File: src/rtl/btn_toggle_gen.sv
// Debounced push-button edge detector that emits one-cycle toggle requests for a downstream T flip-flop.
// Latency: DEBOUNCE_CYCLES+2 cycles from a stable input to btn_level/t_out; no backpressure (pulse output).
module btn_toggle_gen #(
    parameter int unsigned DEBOUNCE_CYCLES = 4,
    parameter bit          EDGE_SEL        = 1'b0
) (
    input  logic clk,
    input  logic rst,
    input  logic btn_in,
    output logic t_out,
    output logic btn_level,
    output logic busy
);

    typedef enum logic [1:0] {
        IDLE_LO = 2'd0,
        WAIT_HI = 2'd1,
        IDLE_HI = 2'd2,
        WAIT_LO = 2'd3
    } state_t;

    localparam logic [7:0] DEB = 8'(DEBOUNCE_CYCLES);

    state_t     state;
    logic [7:0] cnt;
    logic       s1;
    logic       s2;

    // btn_in is asynchronous: only s1 may sample it, everything else works from s2.
    always_ff @(posedge clk) begin
        if (rst) begin
            s1        <= 1'b0;
            s2        <= 1'b0;
            state     <= IDLE_LO;
            cnt       <= 8'd0;
            btn_level <= 1'b0;
            t_out     <= 1'b0;
        end else begin
            s1    <= btn_in;
            s2    <= s1;
            t_out <= 1'b0;
            case (state)
                IDLE_LO: begin
                    if (s2) begin
                        state <= WAIT_HI;
                        cnt   <= 8'd1;
                    end else begin
                        cnt <= 8'd0;
                    end
                end
                WAIT_HI: begin
                    if (!s2) begin
                        state <= IDLE_LO;
                        cnt   <= 8'd0;
                    end else if (cnt >= DEB) begin
                        state     <= IDLE_HI;
                        btn_level <= 1'b1;
                        cnt       <= 8'd0;
                        t_out     <= !EDGE_SEL;
                    end else begin
                        cnt <= cnt + 8'd1;
                    end
                end
                IDLE_HI: begin
                    if (!s2) begin
                        state <= WAIT_LO;
                        cnt   <= 8'd1;
                    end else begin
                        cnt <= 8'd0;
                    end
                end
                WAIT_LO: begin
                    if (s2) begin
                        state <= IDLE_HI;
                        cnt   <= 8'd0;
                    end else if (cnt >= DEB) begin
                        state     <= IDLE_LO;
                        btn_level <= 1'b0;
                        cnt       <= 8'd0;
                        t_out     <= EDGE_SEL;
                    end else begin
                        cnt <= cnt + 8'd1;
                    end
                end
                default: begin
                    state <= IDLE_LO;
                    cnt   <= 8'd0;
                end
            endcase
        end
    end

    assign busy = (state == WAIT_HI) || (state == WAIT_LO);

endmodule

File: config.mk
export PLATFORM = sky130hd
export DESIGN_NAME = btn_toggle_gen
export DESIGN_NICKNAME = d
export VERILOG_FILES = /design/src/rtl/btn_toggle_gen.sv
export SDC_FILE = /design/constraint.sdc
export NUM_CORES = 1
export LEC_CHECK = 0
export CAP_MARGIN = 40
export CORE_AREA = 2 2 39 41
export CTS_CLUSTER_SIZE = 8
export DETAILED_ROUTE_END_ITERATION = 10
export DIE_AREA = 0 0 41 43
export GPL_TIMING_DRIVEN = 0
export PLACE_DENSITY = 0.64
export REMOVE_ABC_BUFFERS = 1
export SLEW_MARGIN = 25
export SYNTH_ARGS = -nofsm -noshare
export SYNTH_HDL_FRONTEND = slang
export SYNTH_SLANG_ARGS = --single-unit
File: constraint.sdc
create_clock -name clk -period 1.96 [get_ports clk]
set_input_delay 0.294 -clock clk [delete_from_list [all_inputs] [get_ports clk]]
set_output_delay 0.294 -clock clk [all_outputs]
set_load 0.02 [all_outputs]
=== Yosys cells after proc, flatten, opt, wreduce, memory -nomap -nowiden ===
Cells that the tools add are included.

* Flip-flop bits (word level): 14
* Input port bits: 3
* Output and inout port bits: 3
* Word-level logic and storage cells: 46

* $add $sub $neg: 1
* Magnitude comparators: 1
* Equality and inequality tests: 11
* Mux-type cells: 19
* Bitwise operators: 2
* Reduce and logical (&&, ||, !) cells: 6

{| class="wikitable"
|+ Operator list
! kind !! number
|-
| 8-bit one-hot mux with 4 select lines || 1
|-
| 8-bit two-way mux || 3
|-
| 2-bit two-way mux || 6
|-
| 2-bit inequality test, second input constant || 6
|-
| 8-bit by 1-bit adder with 8-bit output, second input constant || 1
|-
| 8-bit by 3-bit >= comparator with 1-bit output, second input constant || 1
|-
| 2-bit one-hot mux with 4 select lines || 1
|-
| 1-bit two-way mux || 7
|-
| 3-bit inequality test, second input constant || 2
|-
| 5-bit AND reduction || 1
|-
| 2-bit == test, second input constant || 2
|-
| 4-bit AND reduction || 1
|-
| 3-bit OR reduction || 1
|-
| 2-bit by 1-bit == test with 1-bit output, second input constant || 1
|-
| 2-bit logical NOT || 1
|-
| 1-bit NOT || 2
|-
| 1-bit one-hot mux with 2 select lines || 1
|-
| 2-bit nonzero test || 1
|-
| 1-bit logical OR || 1
|}

=== Logic depth before layout (Yosys ltp) ===
* Word-level depth: 4
* Gate-level depth with buffers: 3

=== Worst setup path after synthesis ===
No wires, ideal clock.

* Path type: register to register
* From: register cnt[2]
* To: register btn_level
* Arrival: 1023 ps
* Slack: 815 ps
* Stages on the path, launching flop included: 4
* Period minus slack after synthesis: 1145 ps
* Cells stage by stage: dfxtp_1 > nor4_4 > a21oi_2 > a311o_1

* Longest elaborated chain between the ends: 3

{| class="wikitable"
|+ Ends and longest elaborated chain
! what !! line !! RTL
|-
| from (decl) || 25 || <nowiki>logic [7:0] cnt;</nowiki>
|-
| from (signal assigned) || 61 || <nowiki>cnt <= cnt + 8'd1;</nowiki>
|-
| from (signal assigned) || 82 || <nowiki>cnt <= cnt + 8'd1;</nowiki>
|-
| 8-bit by 3-bit >= comparator with 1-bit output (*) || 55, 76 ||
|-
| 2-bit inequality test (no source line) || n/a ||
|-
| 5-bit AND reduction (no source line) (*) || n/a ||
|-
| to (signal assigned) || 36 || <nowiki>btn_level <= 1'b0;</nowiki>
|-
| to (signal assigned) || 57 || <nowiki>btn_level <= 1'b1;</nowiki>
|-
| to (signal assigned) || 78 || <nowiki>btn_level <= 1'b0;</nowiki>
|-
| to (decl) || 11 || <nowiki>output logic btn_level,</nowiki>
|}

Mark *: on every way between the ends. The rest lies on a longest branch, timed or not.
A chain may end at the register's enable or synchronous reset.

=== Final worst setup path ===
* From: register state[0]
* To: output busy

* Longest elaborated chain between the ends: 2

{| class="wikitable"
|+ Ends and longest elaborated chain
! what !! line !! RTL
|-
| from (decl) || 24 || <nowiki>state_t state;</nowiki>
|-
| from (signal assigned) || 34 || <nowiki>state <= IDLE_LO;</nowiki>
|-
| from (signal assigned) || 45 || <nowiki>state <= WAIT_HI;</nowiki>
|-
| from (signal assigned) || 53 || <nowiki>state <= IDLE_LO;</nowiki>
|-
| 2-bit by 1-bit == test with 1-bit output / 2-bit == test (equally long branches) || 93 || <nowiki>assign busy = (state == WAIT_HI) || (state == WAIT_LO);</nowiki>
|-
| 1-bit logical OR (*) || 93 ||
|-
| to (decl) || 12 || <nowiki>output logic busy</nowiki>
|}

Marked as above.

==> impl_results.md <==
* Global route overflow at 0
* Reg-to-Reg End: btn_level$_SDFFE_PP0P_
* Worst path bufs/invs at 1
* WS Path Type: reg -> out
* Initial antenna violation count at 0
* Insertion delay to the later sink of the worst-skew pair at 0.27 ns
* Combinational power share at 4.4%
* H-tree depth at 1
* Synth Flop Type: dfxtp_1
* Share of the synthesized area in the top cell type at 57.3%
* Placed cell count at 68
* Avg Inst Size Synth at 11.1 sq um
* Async set-reset flop share out of synthesis at 0%
* Post-Route WL at 657 um
* Port Buffers at 5
* Pin count of the biggest net entering global routing at 8
* Clk pwr share at 31.7%
* Area grow syn2layout at 21.2%
* Detailed Place HPWL at 461 um
* Yosys warns at 0
* Leading area contributor after synthesis: dfxtp_1
* Hold buffer count at CTS at 0
* Boundary Pins at 6
* Initial core utilization at 35.4%
* Layout Cells excl Fill at 71
* Pre-CTS setup slack at 0.487 ns
* #FFs+latches synth at 14
* Leak pwr at 0.242 nW
* Min Tclk post-route at 1.60 ns
* WL/cell at 9.25 um
* Initial DRC count at 3
* CP max stage delay at 0.63 ns
* Site Rows at 14
* Reg area at 280 sq um
* Flop pwr share at 63.9%
* EDFF count, synth at 0
* Sw power at 93.6 uW
* Commonest non-fill, non-tap cell in the layout: dfxtp_1
* FMAX at 625 MHz
* CP delay by family, top: buffers and inverters
* DRC Markers at 0
* Synth cell types at 20
* Internal power at 375 uW
* Worst-case clock buffer depth at 2
* Startpoint types: flip-flop
* RSZ-0062 raised after global routing: false
* CTS resizes at 0
* Final slew viol count at 0
* CTS tree: built
* Synth top area cells: dfxtp_1 57%, ha_1 5.1%, nor4_4 4.3%, inv_1 3.8%, and4_1 3.6%
* Cell Pwr Density at 790 mW/mm^2
* Final worst slack at 0.360 ns
* CP required at 1.67 ns
* Clk sinks at 14
* Die Span Y at 43 um
* Reg-to-reg setup timing slack at 0.73 ns
* Final setup TNS at 0 ns
* Vias in the first global route at 316
* Register area share after synthesis at 57.3%
* CP arrival at 1.31 ns
* Power, Total at 468 uW
* Number of setup buffers added after CTS at 0
* Worst R2R Path Depth at 3
* Sw frac at 20.0%
* Num CTS Buffers at 3
* Multi-input logic area at 201 sq um
* Ratio of cells with drive above 1 in the final layout at 10.9%
* Worst R2R Start: cnt[2]$_SDFF_PP0_
* Fin nets at 62
* Slowest CP cell: clkdlybuf4s50_1
* First-pass GRT wire length at 1.22 mm
* Fin. Hold Viols at 0
* Endpoint class of the critical path: primary output
* RePlAce Congestion at 0.713
* Worst-path clk slew at 0.07 ns
* Die ar. at 0.00176 sq mm
* DR vias/cell at 4.30
* # diodes at 0
* Hold EP: s2$_SDFF_PP0_
* Setup violators final at 0
* Commonest cells after routing, fill and taps aside: 14 x dfxtp_1, 5 x inv_1, 5 x conb_1, 5 x clkdlybuf4s50_1
* Worst min-delay path class: reg -> reg
* Critical path fanouts, max at 6
* Worst Hold Path Cells at 1
* Critical-path cell list: clkdlybuf4s50_1
* Chip Width at 41 um
* Mapped Cells at 44
* Root Buffer: clkbuf_4
* Status: finished, final reports clean
* Worst vdd ir at 442 uV
* Placeable core area at 0.00138 sq mm
* Final period utilization at 81.6%
* Hold path start: s1$_SDFF_PP0_
* Total track usage at 10.8%
* First-pass DRT Iterations at 4
* DRT antenna net count at 0
* Worst Clk Skew at 0.000624 ns
* Fillers at 142
* Area of the mapped netlist at 489 sq um
* Maxcap violations at 0
* Vias after detailed routing at 305
-- synth_stat cells, types with 2 or more instances --
| master | instances |
|---|---|
| a21oi_1 | 2 |
| and4_1 | 2 |
| dfxtp_1 | 14 |
| ha_1 | 2 |
| inv_1 | 5 |
| nand2_1 | 3 |
| nor2_1 | 2 |
| nor2b_1 | 2 |
-- kinds of logic after synthesis --
family / count (synthesis) / synth area share, %
compound gates: 5 / 7.93
xor+xnor: 1 / 1.79
fa+ha+maj: 2 / 5.11
buf+inv: 6 / 4.60
flops: 14 / 57.3
mux: 1 / 2.05
other cells: 1 / 0.767
simple gates: 14 / 20.5
-- through the flow --
step | utilization, % | hold WS, ns | instance area [sq um]
after floorplan | - | 0.366 | 500
after global placement | 41.2 | 0.433 | 571
after detailed placement | 41.2 | 0.433 | 571
after CTS | 42.9 | 0.455 | 593
after global routing | 42.9 | 0.483 | 593
final | 42.9 | 0.453 | 593
-- worst max-delay path by stage --
stage,cells after the start,endpoint,start
finish,1,busy,state[0]$_SDFFE_PP0P_
global route,1,busy,state[0]$_SDFFE_PP0P_
CTS,1,busy,state[0]$_SDFFE_PP0P_
detailed placement,4,btn_level$_SDFFE_PP0P_,rst
global placement,4,btn_level$_SDFFE_PP0P_,rst
floorplan,3,btn_level$_SDFFE_PP0P_,state[0]$_SDFFE_PP0P_
-- layer usage --
layer	global-route usage, %	part of all wire [%]	up-vias
met3	4.71	3.8	3
met1	12.6	44	132
met5	0	0	-
met4	6.00	2.7	0
li1	-	-	163
met2	15.6	50	7
-- power groups by stage --
stage	Combinational (mW)	Sequential, mW	Clock, mW
detailed placement	0.0205	0.306	0
global route	0.0231	0.300	0.177
finish	0.0207	0.299	0.149
global placement	0.0205	0.306	0
CTS	0.0208	0.299	0.154
floorplan	0.0114	0.306	0
-- registers in the layout, summed over array words and instances, names as in the netlist, named ones only --
| signal | cells |
|---|---|
| s1 | 1 |
| t_out | 1 |
| cnt | 8 |
| s2 | 1 |
| btn_level | 1 |
| state | 1 |
-- area by class of cell --
class,count,share of cell area [%]
Inverter,5,3.16
Tap cell,16,3.38
Clock buffer,3,3.80
Timing Repair Buffer,5,8.44
Sequential cell,14,47.3
Multi-Input combinational cell,28,34.0
No activity file was read; power rests on OpenSTA's default activity.
